==> config.mk <==
export PLATFORM = sky130hd
export DESIGN_NAME = beta_trap_sequencer
export DESIGN_NICKNAME = d
export VERILOG_FILES = /design/src/rtl/beta_trap_sequencer.sv
export SDC_FILE = /design/constraint.sdc
export NUM_CORES = 1
export LEC_CHECK = 0
export ABC_AREA = 0
export CAP_MARGIN = 10
export CORE_MARGIN = 2
export CORE_UTILIZATION = 40
export DETAILED_ROUTE_END_ITERATION = 6
export HOLD_SLACK_MARGIN = 0.15
export PLACE_DENSITY = 0.78
export SLEW_MARGIN = 20
export SYNTH_ARGS = -nofsm -noshare
export SYNTH_HDL_FRONTEND = slang
export SYNTH_SLANG_ARGS = --single-unit
export TNS_END_PERCENT = 50
==> constraint.sdc <==
create_clock -name clk_i -period 3 [get_ports clk_i]
set_input_delay 0.3 -clock clk_i [delete_from_list [all_inputs] [get_ports clk_i]]
set_output_delay 0.3 -clock clk_i [all_outputs]
set_load 0.005 [all_outputs]
==> src/rtl/beta_trap_sequencer.sv <==
// Trap entry/return sequencer: stalls fetch, drains for interrupts, pulses the CSR
// commit and flush, then hands the trap/MRET target to fetch over valid/ready.
module beta_trap_sequencer #(
  parameter int unsigned DataWidth    = 32,
  parameter int unsigned DrainTimeout = 16,
  parameter int unsigned BlankCycles  = 2,
  parameter int unsigned CountWidth   = 16
) (
  input  logic                  clk_i,
  input  logic                  rstn_i,
  input  logic [1:0]            seq_trap_detected_i,
  input  logic                  seq_is_mret_i,
  input  logic [DataWidth-1:0]  seq_trap_address_i,
  input  logic [DataWidth-1:0]  seq_mepc_i,
  input  logic                  seq_pipe_idle_i,
  input  logic                  seq_redirect_ready_i,
  output logic                  seq_stall_o,
  output logic                  seq_flush_o,
  output logic                  seq_csr_we_o,
  output logic                  seq_redirect_valid_o,
  output logic [DataWidth-1:0]  seq_redirect_addr_o,
  output logic                  seq_busy_o,
  output logic                  seq_halt_o,
  output logic [CountWidth-1:0] seq_trap_count_o
);

  localparam int unsigned DrainW = $clog2(DrainTimeout);
  localparam int unsigned BlankW = (BlankCycles > 0) ? $clog2(BlankCycles + 1) : 1;

  localparam logic [DrainW-1:0]     DrainLast = DrainW'(DrainTimeout - 1);
  localparam logic [BlankW-1:0]     BlankLoad = BlankW'(BlankCycles);
  localparam logic [CountWidth-1:0] CountMax  = '1;

  typedef enum logic [2:0] {
    ST_IDLE     = 3'd0,
    ST_DRAIN    = 3'd1,
    ST_COMMIT   = 3'd2,
    ST_REDIRECT = 3'd3,
    ST_HALT     = 3'd4
  } state_e;

  state_e                  state_q, state_d;
  logic [DrainW-1:0]       drain_q, drain_d;
  logic [BlankW-1:0]       blank_q, blank_d;
  logic [DataWidth-1:0]    target_d;
  logic [CountWidth-1:0]   count_d;
  logic [DataWidth-1:0]    exc_target;
  logic                    exc_req;
  logic                    irq_req;

  // An exception/MRET request always wins over a concurrent interrupt.
  assign exc_req    = seq_trap_detected_i[1];
  assign irq_req    = seq_trap_detected_i[0];
  assign exc_target = seq_is_mret_i ? seq_mepc_i : seq_trap_address_i;

  // Next-state and next-value decode
  always_comb begin
    state_d  = state_q;
    drain_d  = drain_q;
    target_d = seq_redirect_addr_o;
    count_d  = seq_trap_count_o;
    blank_d  = (blank_q != '0) ? blank_q - BlankW'(1) : '0;

    unique case (state_q)
      ST_IDLE: begin
        if (exc_req) begin
          target_d = exc_target;
          state_d  = ST_COMMIT;
        end else if (irq_req && (blank_q == '0)) begin
          drain_d = '0;
          state_d = ST_DRAIN;
        end
      end

      ST_DRAIN: begin
        if (exc_req) begin
          target_d = exc_target;
          state_d  = ST_COMMIT;
        end else if (seq_pipe_idle_i) begin
          target_d = seq_trap_address_i;
          state_d  = ST_COMMIT;
        end else if (!irq_req) begin
          state_d = ST_IDLE;
        end else if (drain_q == DrainLast) begin
          state_d = ST_HALT;
        end else begin
          drain_d = drain_q + DrainW'(1);
        end
      end

      ST_COMMIT: begin
        state_d = ST_REDIRECT;
      end

      ST_REDIRECT: begin
        if (seq_redirect_ready_i && seq_redirect_valid_o) begin
          state_d = ST_IDLE;
          blank_d = BlankLoad;
          if (seq_trap_count_o != CountMax) begin
            count_d = seq_trap_count_o + CountWidth'(1);
          end
        end
      end

      ST_HALT: begin
        state_d = ST_HALT;
      end

      default: begin
        state_d = ST_IDLE;
      end
    endcase
  end

  // State, counters and registered outputs decoded from the next state
  always_ff @(posedge clk_i or negedge rstn_i) begin
    if (!rstn_i) begin
      state_q              <= ST_IDLE;
      drain_q              <= '0;
      blank_q              <= '0;
      seq_stall_o          <= 1'b0;
      seq_flush_o          <= 1'b0;
      seq_csr_we_o         <= 1'b0;
      seq_redirect_valid_o <= 1'b0;
      seq_redirect_addr_o  <= '0;
      seq_busy_o           <= 1'b0;
      seq_halt_o           <= 1'b0;
      seq_trap_count_o     <= '0;
    end else begin
      state_q              <= state_d;
      drain_q              <= drain_d;
      blank_q              <= blank_d;
      seq_stall_o          <= (state_d != ST_IDLE);
      seq_busy_o           <= (state_d != ST_IDLE);
      seq_flush_o          <= (state_d == ST_COMMIT);
      seq_csr_we_o         <= (state_d == ST_COMMIT);
      seq_redirect_valid_o <= (state_d == ST_REDIRECT);
      seq_halt_o           <= (state_d == ST_HALT);
      seq_redirect_addr_o  <= target_d;
      seq_trap_count_o     <= count_d;
    end
  end

endmodule
After elaboration in Yosys (flattened, before gate mapping)
Cells that the tools add are included.
Word-level totals
  input port bits: 71
  register bits after elaboration: 61
  logic and storage cells: 62
Cells by class
  multiplexer cells: 23
  $add $sub $neg: 3
  reduce and logical (&&, ||, !) cells: 10
  eq/ne operators: 17
Operator list (count)
  $mux 32: 4
  $pmux 32 s2: 1
  $mux 4: 6
  $mux 3: 7
  $add 16x1->16 const B: 1
  $ne 16x16->1 const B: 1
  $pmux 3 s5: 1
  $ne 2x2->1 const B: 7
  $eq 3x2->1 const B: 4
  $pmux 4 s2: 1
  $reduce_and 7->1: 1
  $eq 3x3->1 const B: 2
  $mux 2: 3
  $reduce_and 3->1: 2
  $add 4x1->4 const B: 1
  $eq 4x4->1 const B: 1
  $reduce_bool 2->1: 2
  $eq 3x1->1 const B: 1
  $logic_not 3->1: 1
  $ne 3x3->1 const B: 1
  $reduce_bool 3->1: 1
  $logic_and 1x1->1: 2
  $logic_not 2->1: 1
  $sub 2x1->2 const B: 1

Longest topological paths before layout
Gate-level depths: netlist of run 1.
  depth after elaboration: 7
  mapped depth: 6

Least setup slack after synthesis of run 1
No wires, ideal clock.
  path kind: register -> register
  from: register seq_trap_count_o[0]
  to: register seq_trap_count_o[2]
  arrival time: 1.652 ns
  period minus slack after synthesis: 1.780 ns
  required time: 2.873 ns
  path buffers: 0
  path slack: 1.220 ns
  cell stages (with the launch flop): 6
  cells stage by stage: dfrtp_1 > ha_1 > nand3_2 > or4_1 > and3_1 > xor2_1
Between the ends
  word-level cells in the longest chain between the ends: 2
  elaborated cells between the ends (all ways): 3
Ends and longest elaborated chain
  from (decl): RTL line 24  | output logic [CountWidth-1:0] seq_trap_count_o
  from (signal assigned): RTL line 140  | seq_trap_count_o <= count_d;
  parallel branches: the longest is 2 deep, another holds $add 16x1->16
Several ways; the timed one is not identified.
A chain may end at the register's enable or synchronous reset.

Worst setup path after layout of run 1
  from: register seq_trap_count_o[0]
  to: register seq_trap_count_o[1]
Same word-level chain as after synthesis.

==> impl_results.md, run 1 <==
- Status: finished, final reports clean
- Layout cells sized above 1: 0.0982
- Worst Hold End: blank_q[0]
- Max Slew Vio Count: 0
- Synth-to-Final Area Change: 53.2%
- First-pass GRT wire length: approximately 11000 µm
- Async S/R FF share, synth: 1.00
- ANT cells: 0
- CTS tree: done
- Clock buffer count from CTS: 9
- Die ar.: about 8000 µm²
- RD Place Congestion: approximately 0.9
- Residual DRC: 0
- Final Hold Vio Count: 0
- Via/cell ratio: about 5.0
- Largest family of logic cells by synthesized area: simple AND/OR/NAND/NOR gates
- Clk pin slew, worst setup/hold paths: 70 ps
- Worst-margin pin slew: approximately 800 ps
- Worst setup margin: between 1000 and 1500 ps
- Clk sinks: 61
- Post-CTS Setup Bufs: 0
- CTS Buffer Depth: 2
- WL final: 6900 µm
- R2r startpoint: seq_trap_count_o[0]
- Synth Flop Type: dfrtp_1
- EDFF count, synth: 0
- Initial Util: 0.409
- Total Power: between 3 and 4 mW
- Arrival time worst endpoint: 2180 ps
- Root Buffer: clkbuf_8
- Iteration-0 DRC count of the detailed router: 65
- HPWL Detailed: about 5200 µm
- Core Area: 7180 µm²
- Final ANT Viol Nets: 0
- Cells along the critical path: ha_1 -> nand3_2 -> nor4_4 -> nor2_1 -> mux2_1
- CP max FO: 9
- Cell Pwr Density: around 770 nW/µm²
- Multiplexer area fraction after synthesis: 0.132
- Leak Pwr: 1.96 nW
- Clock latency on the worst-skew pair: ~340 ps
- WHS: approximately 470 ps
- Mean Syn Cell Area: between 10 and 15 µm²
- Worst slack, placed: just under 900 ps
- CP endpoint kind: register
- Synth warnings: 0
- Rows: 31
- Final setup vio count: 0
- Critical Path RT: between 3000 and 4000 ps
- Setup_tns: 0 ps
- Sequential element share of the synthesized area: 0.521
- Worst R2R Setup Slack: roughly 1000 ps
- Post-synthesis compound-gate area fraction: 0.0901
- Tot GR Track Use: 0.183
- I/O pins: 125
- Area share of fa/ha/maj cells after synthesis: 0.00854
- Filler instances: between 500 and 600
- GRT overflow: 0
- FF+latch count, synth: slightly above 60
- Worst Hold Launch: blank_q[0]
- Drt wl/cell: roughly 14 µm
- Via count: 2476
- Die Height: about 90 µm
- Worst path max stage delay: 510 ps
- Final #Nets: approximately 470
- Tcrit/Tclk final: 0.651
- RSZ-0062 raised after global routing: no
- Largest net degree at the start of global routing: 40
- Distinct cell type count of the synthesized netlist: between 40 and 50
- Worst Setup Path Type: register to register
- Initial antenna violation count: 0
- Startpoint types: register
- H-Tree Depth: 3
- Max Cap Viol: 0
- Fin Clk Skew: around 6.2 ps
- Mapped cell area: between 2000 and 3000 µm²
- DR pass1 iterations: 4
- Die width: ~90 µm
- Worst Hold Path Cells: 1
- Simple-Gate Fraction of Synth Area: 0.180
- Xor and xnor area share after synthesis: 0.0359
- Tmin final: around 2000 ps
- RR Endpoint: seq_trap_count_o[1]
- Mapped Nets: approximately 340
- Peak supply drop: approximately 0.32 mV
- Crit-path slowest cell: nor4_4
- Number of global-route vias before repair: around 2500
- Synth Instances: approximately 260
- R2R depth: 5
- Hold Path Class: register to register
- Fmax: a little over 500 MHz
- Final core utilization: 0.626
- # port buffers: about 120
- Slew headroom: 0.474
## placed cells by master, fill, tap and decap left out, types with 2 or more instances in the layout
master / count
and3_1: 3
nand3_1: 7
buf_4: 6
clkdlybuf4s50_1: 123
nor3_1: 3
nand4_1: 5
nor4_4: 3
nand3_2: 2
xor2_1: 6
a21oi_1: 35
nor3_2: 2
inv_1: 2
clkinv_2: 2
mux2i_1: 33
nand2_1: 11
ha_1: 2
clkbuf_8: 11
mux2_1: 4
o21ai_0: 5
bufinv_16: 2
nor2_1: 37
xnor2_1: 6
nor4_2: 3
dfrtp_1: 61
## cell usage after synthesis, types with 2 or more instances
library cell  instances  area share
mux2i_1              33        0.11
buf_6                 3       0.012
nand3_1               7       0.012
ha_1                  2      0.0085
a21oi_1              35       0.060
nand3_2               2      0.0068
xor2_1                6       0.018
nor3_1                4      0.0068
nand4_1               5       0.011
xnor2_1               6       0.018
nor2_1               37       0.047
o21ai_0               5      0.0085
mux2_1                4       0.015
inv_1                 2      0.0026
buf_4                 2      0.0051
nor4_4                3       0.022
buf_1                 4      0.0051
nand2_1              11       0.014
buf_2                 3      0.0051
clkbuf_1              2      0.0026
and3_1                3      0.0064
nor4_2                3       0.013
dfrtp_1              61        0.52
## metal layers
layer,vias up,global-route usage,part of all wire
met4,0,0.117,0.023
met2,94,0.295,0.50
met5,-,0,0
li1,1193,-,-
met1,1175,0.206,0.39
met3,14,0.0658,0.085
## layout make-up
class	instances	area, µm²	area share
Timing Repair Buffer	131	1290	0.288
Clock inverter	4	70.1	0.0156
Sequential cell	61	1530	0.340
Clock buffer	12	155	0.0346
Multi-Input combinational cell	186	1310	0.292
Inverter	3	11.3	0.00251
Tap cell	99	124	0.0276
## power by group
| group | switching, mW | total, mW | internal (mW) |
|---|---|---|---|
| logic | 0.538 | 1.31 | 0.773 |
| clock network | 0.315 | 0.826 | 0.511 |
| registers | 0.215 | 1.33 | 1.11 |
| total | 1.07 | 3.47 | 2.40 |
## repair_timing
| item | 4_1_cts | 5_1_grt |
|---|---|---|
| endpoints found under the hold margin | 34 | 0 |
| resized for setup | 0 | 0 |
| hold buffers | 1 | 0 |
## worst max-delay path, delay by kind of cell, from the launching register on
kind                       cells  cell delay [ps]
DFF                            1              430
and+or+nand+nor                3              870
adders and majority gates      1              210
muxes                          1              330
## state kept, by name (all words and copies together), names as in the netlist
| name | cells |
|---|---|
| seq_redirect_addr_o | 32 |
| seq_trap_count_o | 16 |
| drain_q | 4 |
| state_q | 3 |
| blank_q | 2 |
| seq_busy_o | 1 |
| seq_csr_we_o | 1 |
| seq_halt_o | 1 |
| seq_redirect_valid_o | 1 |
## how the worst max path moves through the flow
stage,startpoint,end,slack (ps),depth (start not counted)
2_1_floorplan,seq_trap_count_o[0],seq_trap_count_o[2],1220,5
3_3_place_gp,seq_trap_detected_i[1],seq_redirect_addr_o[22],1000,7
3_5_place_dp,seq_trap_detected_i[1],seq_redirect_addr_o[29],890,7
4_1_cts,seq_trap_count_o[0],seq_trap_count_o[1],1050,5
5_1_grt,seq_trap_count_o[0],seq_trap_count_o[1],970,5
6_report,seq_trap_count_o[0],seq_trap_count_o[1],1050,5
## cells by family (layout without fill, tap and decap cells)
kind of cell             after synthesis  count (layout)
AO/OA/AOI/OAI                         46              46
buffers and inverters                 17             150
flip-flops                            61              61
XOR/XNOR                              12              12
adder cells (fa/ha/maj)                2               2
AND/OR/NAND/NOR                       88              88
multiplexers                          38              38
## through the flow
step / instance area, µm² / std cells
final: 4490 / 496
after global routing: 4490 / 496
after CTS: 4490 / 496
after detailed placement: 4260 / 479
after global placement: 4260 / 479
after floorplan: 2930 / 264
(Power assumes the default switching activity.)
==> run 2: changes to the inputs <==
CORE_UTILIZATION = 38   (was 40)
clock period = 1.63 ns   (was 3 ns; I/O delays follow)
==> impl_results.md, run 2 (synthesis gave the netlist of run 1 again) <==
- R2r startpoint: state_q[1]
- Fmax: 602 MHz (+18%)
- Most frequent cells in the layout: clkdlybuf4s50_1 (122), dfrtp_1 (59), nor2_1 (36), buf_4 (36), a21oi_1 (34)
- Tot GR Track Use: 0.182 (-0.00111)
- Via count: 2630 (+6.2%)
- Peak supply drop: 0.629 mV (+96%)
- Number of flip-flops in the largest register: 32 (unchanged)
- CP max FO: 6 (-3)
- Initial Util: 0.385 (-0.0232)
- RSZ-0062 raised after global routing: yes
- Die Height: 91.8 µm (+2.5%)
- Arrival time worst endpoint: 1860 ps (-320 ps)
- Clk sinks: 61 (unchanged)
- R2R depth: 4 (-1)
- H-Tree Depth: 3 (unchanged)
- # port buffers: 124 (unchanged)
- Fin Clk Skew: 6.28 ps (+0.0397 ps)
- CTS tree: done
- Number of global-route vias before repair: 2658 (+6.2%)
- Slew headroom: 0.727 (+0.252)
- Clock buffer count from CTS: 9 (unchanged)
- Clk pin slew, worst setup/hold paths: 70 ps (about the same)
- RR Endpoint: drain_q[3]
- Hold Path Class: primary input to asynchronous set/reset pin
- Worst slack, placed: -203 ps (-1100 ps)
- Placed cell area: 4530 µm² (+6.5%)
- Max Cap Viol: 0 (unchanged)
- Via/cell ratio: 4.87 (-2.4%)
- First-pass GRT wire length: 12200 µm (+10%)
- Die ar.: 8430 µm² (+5.0%)
- Worst Setup Path Type: register to register
- Worst setup margin: -31.3 ps (-1080 ps)
- Iteration-0 DRC count of the detailed router: 77 (+18%)
- Die width: 91.8 µm (+2.5%)
- Synth-to-Final Area Change: 70.7%
- Root Buffer: clkbuf_8
- Startpoint types: register
- Final Instance Area: 5000 µm² (+11%)
- Largest net degree at the start of global routing: 62 (+55%)
- I/O pins: 125 (unchanged)
- Biggest register: seq_redirect_addr_o
- Layout cells sized above 1: 0.217 (+0.119)
- Drt wl/cell: 14.4 µm (+3.3%)
- Final #Nets: 506 (+8.8%)
- Initial antenna violation count: 0 (unchanged)
- Failing checks: setup timing
- Status: finished, violations left
- WL final: 7760 µm (+12%)
- DR pass1 iterations: 4 (unchanged)
- HPWL Detailed: 5490 µm (+5.1%)
- Tmin final: 1660 ps (-293 ps)
- CTS Buffer Depth: 2 (unchanged)
- Top Registers: seq_redirect_addr_o x32, seq_trap_count_o x16, drain_q x4
- RD Place Congestion: 0.842 (-4.5%)
- WHS: 370 ps (-97.3 ps)
- Cell Pwr Density: 1360 nW/µm² (+76%)
- Final Hold Vio Count: 0 (unchanged)
- Critical Path RT: 1830 ps (-1390 ps)
- Filler instances: 606 (+5.6%)
- Residual DRC: 0 (unchanged)
- CP endpoint kind: register
- Leak Pwr: 2.20 nW (+13%)
- Critical Path Start: state_q[1]
- Worst R2R Setup Slack: -30 ps (-1080 ps)
- Final ANT Viol Nets: 0 (unchanged)
- Worst-margin pin slew: 407 ps (-382 ps)
- Max Slew Vio Count: 0 (unchanged)
- Tcrit/Tclk final: 1.02 (+0.368)
- Rows: 32 (+3.2%)
- Core Area: 7610 µm² (+6.0%)
- Most common cell after layout, fill and taps aside: clkdlybuf4s50_1
- Clock latency on the worst-skew pair: 330 ps (about the same)
- Final setup vio count: 4 (+4)
- ANT cells: 0 (unchanged)
- GRT overflow: 0 (unchanged)
[run 2: cell type report]
type / count / area, µm² / area share
inverter: 3 / 11.3 / 0.00225
timing repair buffer: 172 / 1720 / 0.344
clock inverter: 4 / 47.5 / 0.00950
sequential: 61 / 1530 / 0.306
clock buffer: 12 / 145 / 0.0290
multi-input combinational: 186 / 1420 / 0.284
tap: 102 / 128 / 0.0255
[run 2: worst max-delay path, cell delays in order (launching register included)]
cell and delay [ps]:
dfrtp_2 480, or4b_4 570, nor4_4 270, xnor2_1 150, a21oi_1 60
[run 2: stage by stage]
| step | power [mW] | setup TNS [ps] | cells | util |
|---|---|---|---|---|
| floorplan | 3.52 | -130 | 264 | - |
| global placement | 5.05 | -3240 | 512 | 0.596 |
| detailed placement | 5.15 | -4070 | 512 | 0.596 |
| CTS | 6.65 | -9.25 | 534 | 0.636 |
| global route | 7.21 | -481 | 540 | 0.658 |
| finish | 6.79 | -77.3 | 540 | 0.658 |
[run 2: timing repair]
item,CTS,global route
hold endpoints to repair,61,0
gates cloned,1,2
gates resized for setup,14,19
hold buffers,1,0
setup endpoints to repair,26,30
buffers inserted,4,4
pin swaps,5,17
[run 2: layer usage]
layer / vias to the layer above / wire, µm / global-route usage
met5: - / 0 / 0
met4: 0 / 158 / 0.0759
met3: 13 / 481 / 0.0509
met2: 102 / 3930 / 0.313
met1: 1237 / 3190 / 0.215
li1: 1278 / - / -
[run 2: worst max-delay path by stage]
stage	to	slack, ps	cells after the start
4_1_cts	drain_q[3]	-4	4
5_1_grt	seq_trap_count_o[11]	-80	5
3_5_place_dp	drain_q[3]	-200	5
3_3_place_gp	drain_q[3]	-180	5
6_report	drain_q[3]	-30	4
2_1_floorplan	seq_trap_count_o[2]	-70	5
[run 2: power by group]
part,switching [mW],internal [mW],total (mW)
Combinational,1.21,1.83,3.04
Clock,0.572,0.744,1.32
Sequential,0.376,2.05,2.43
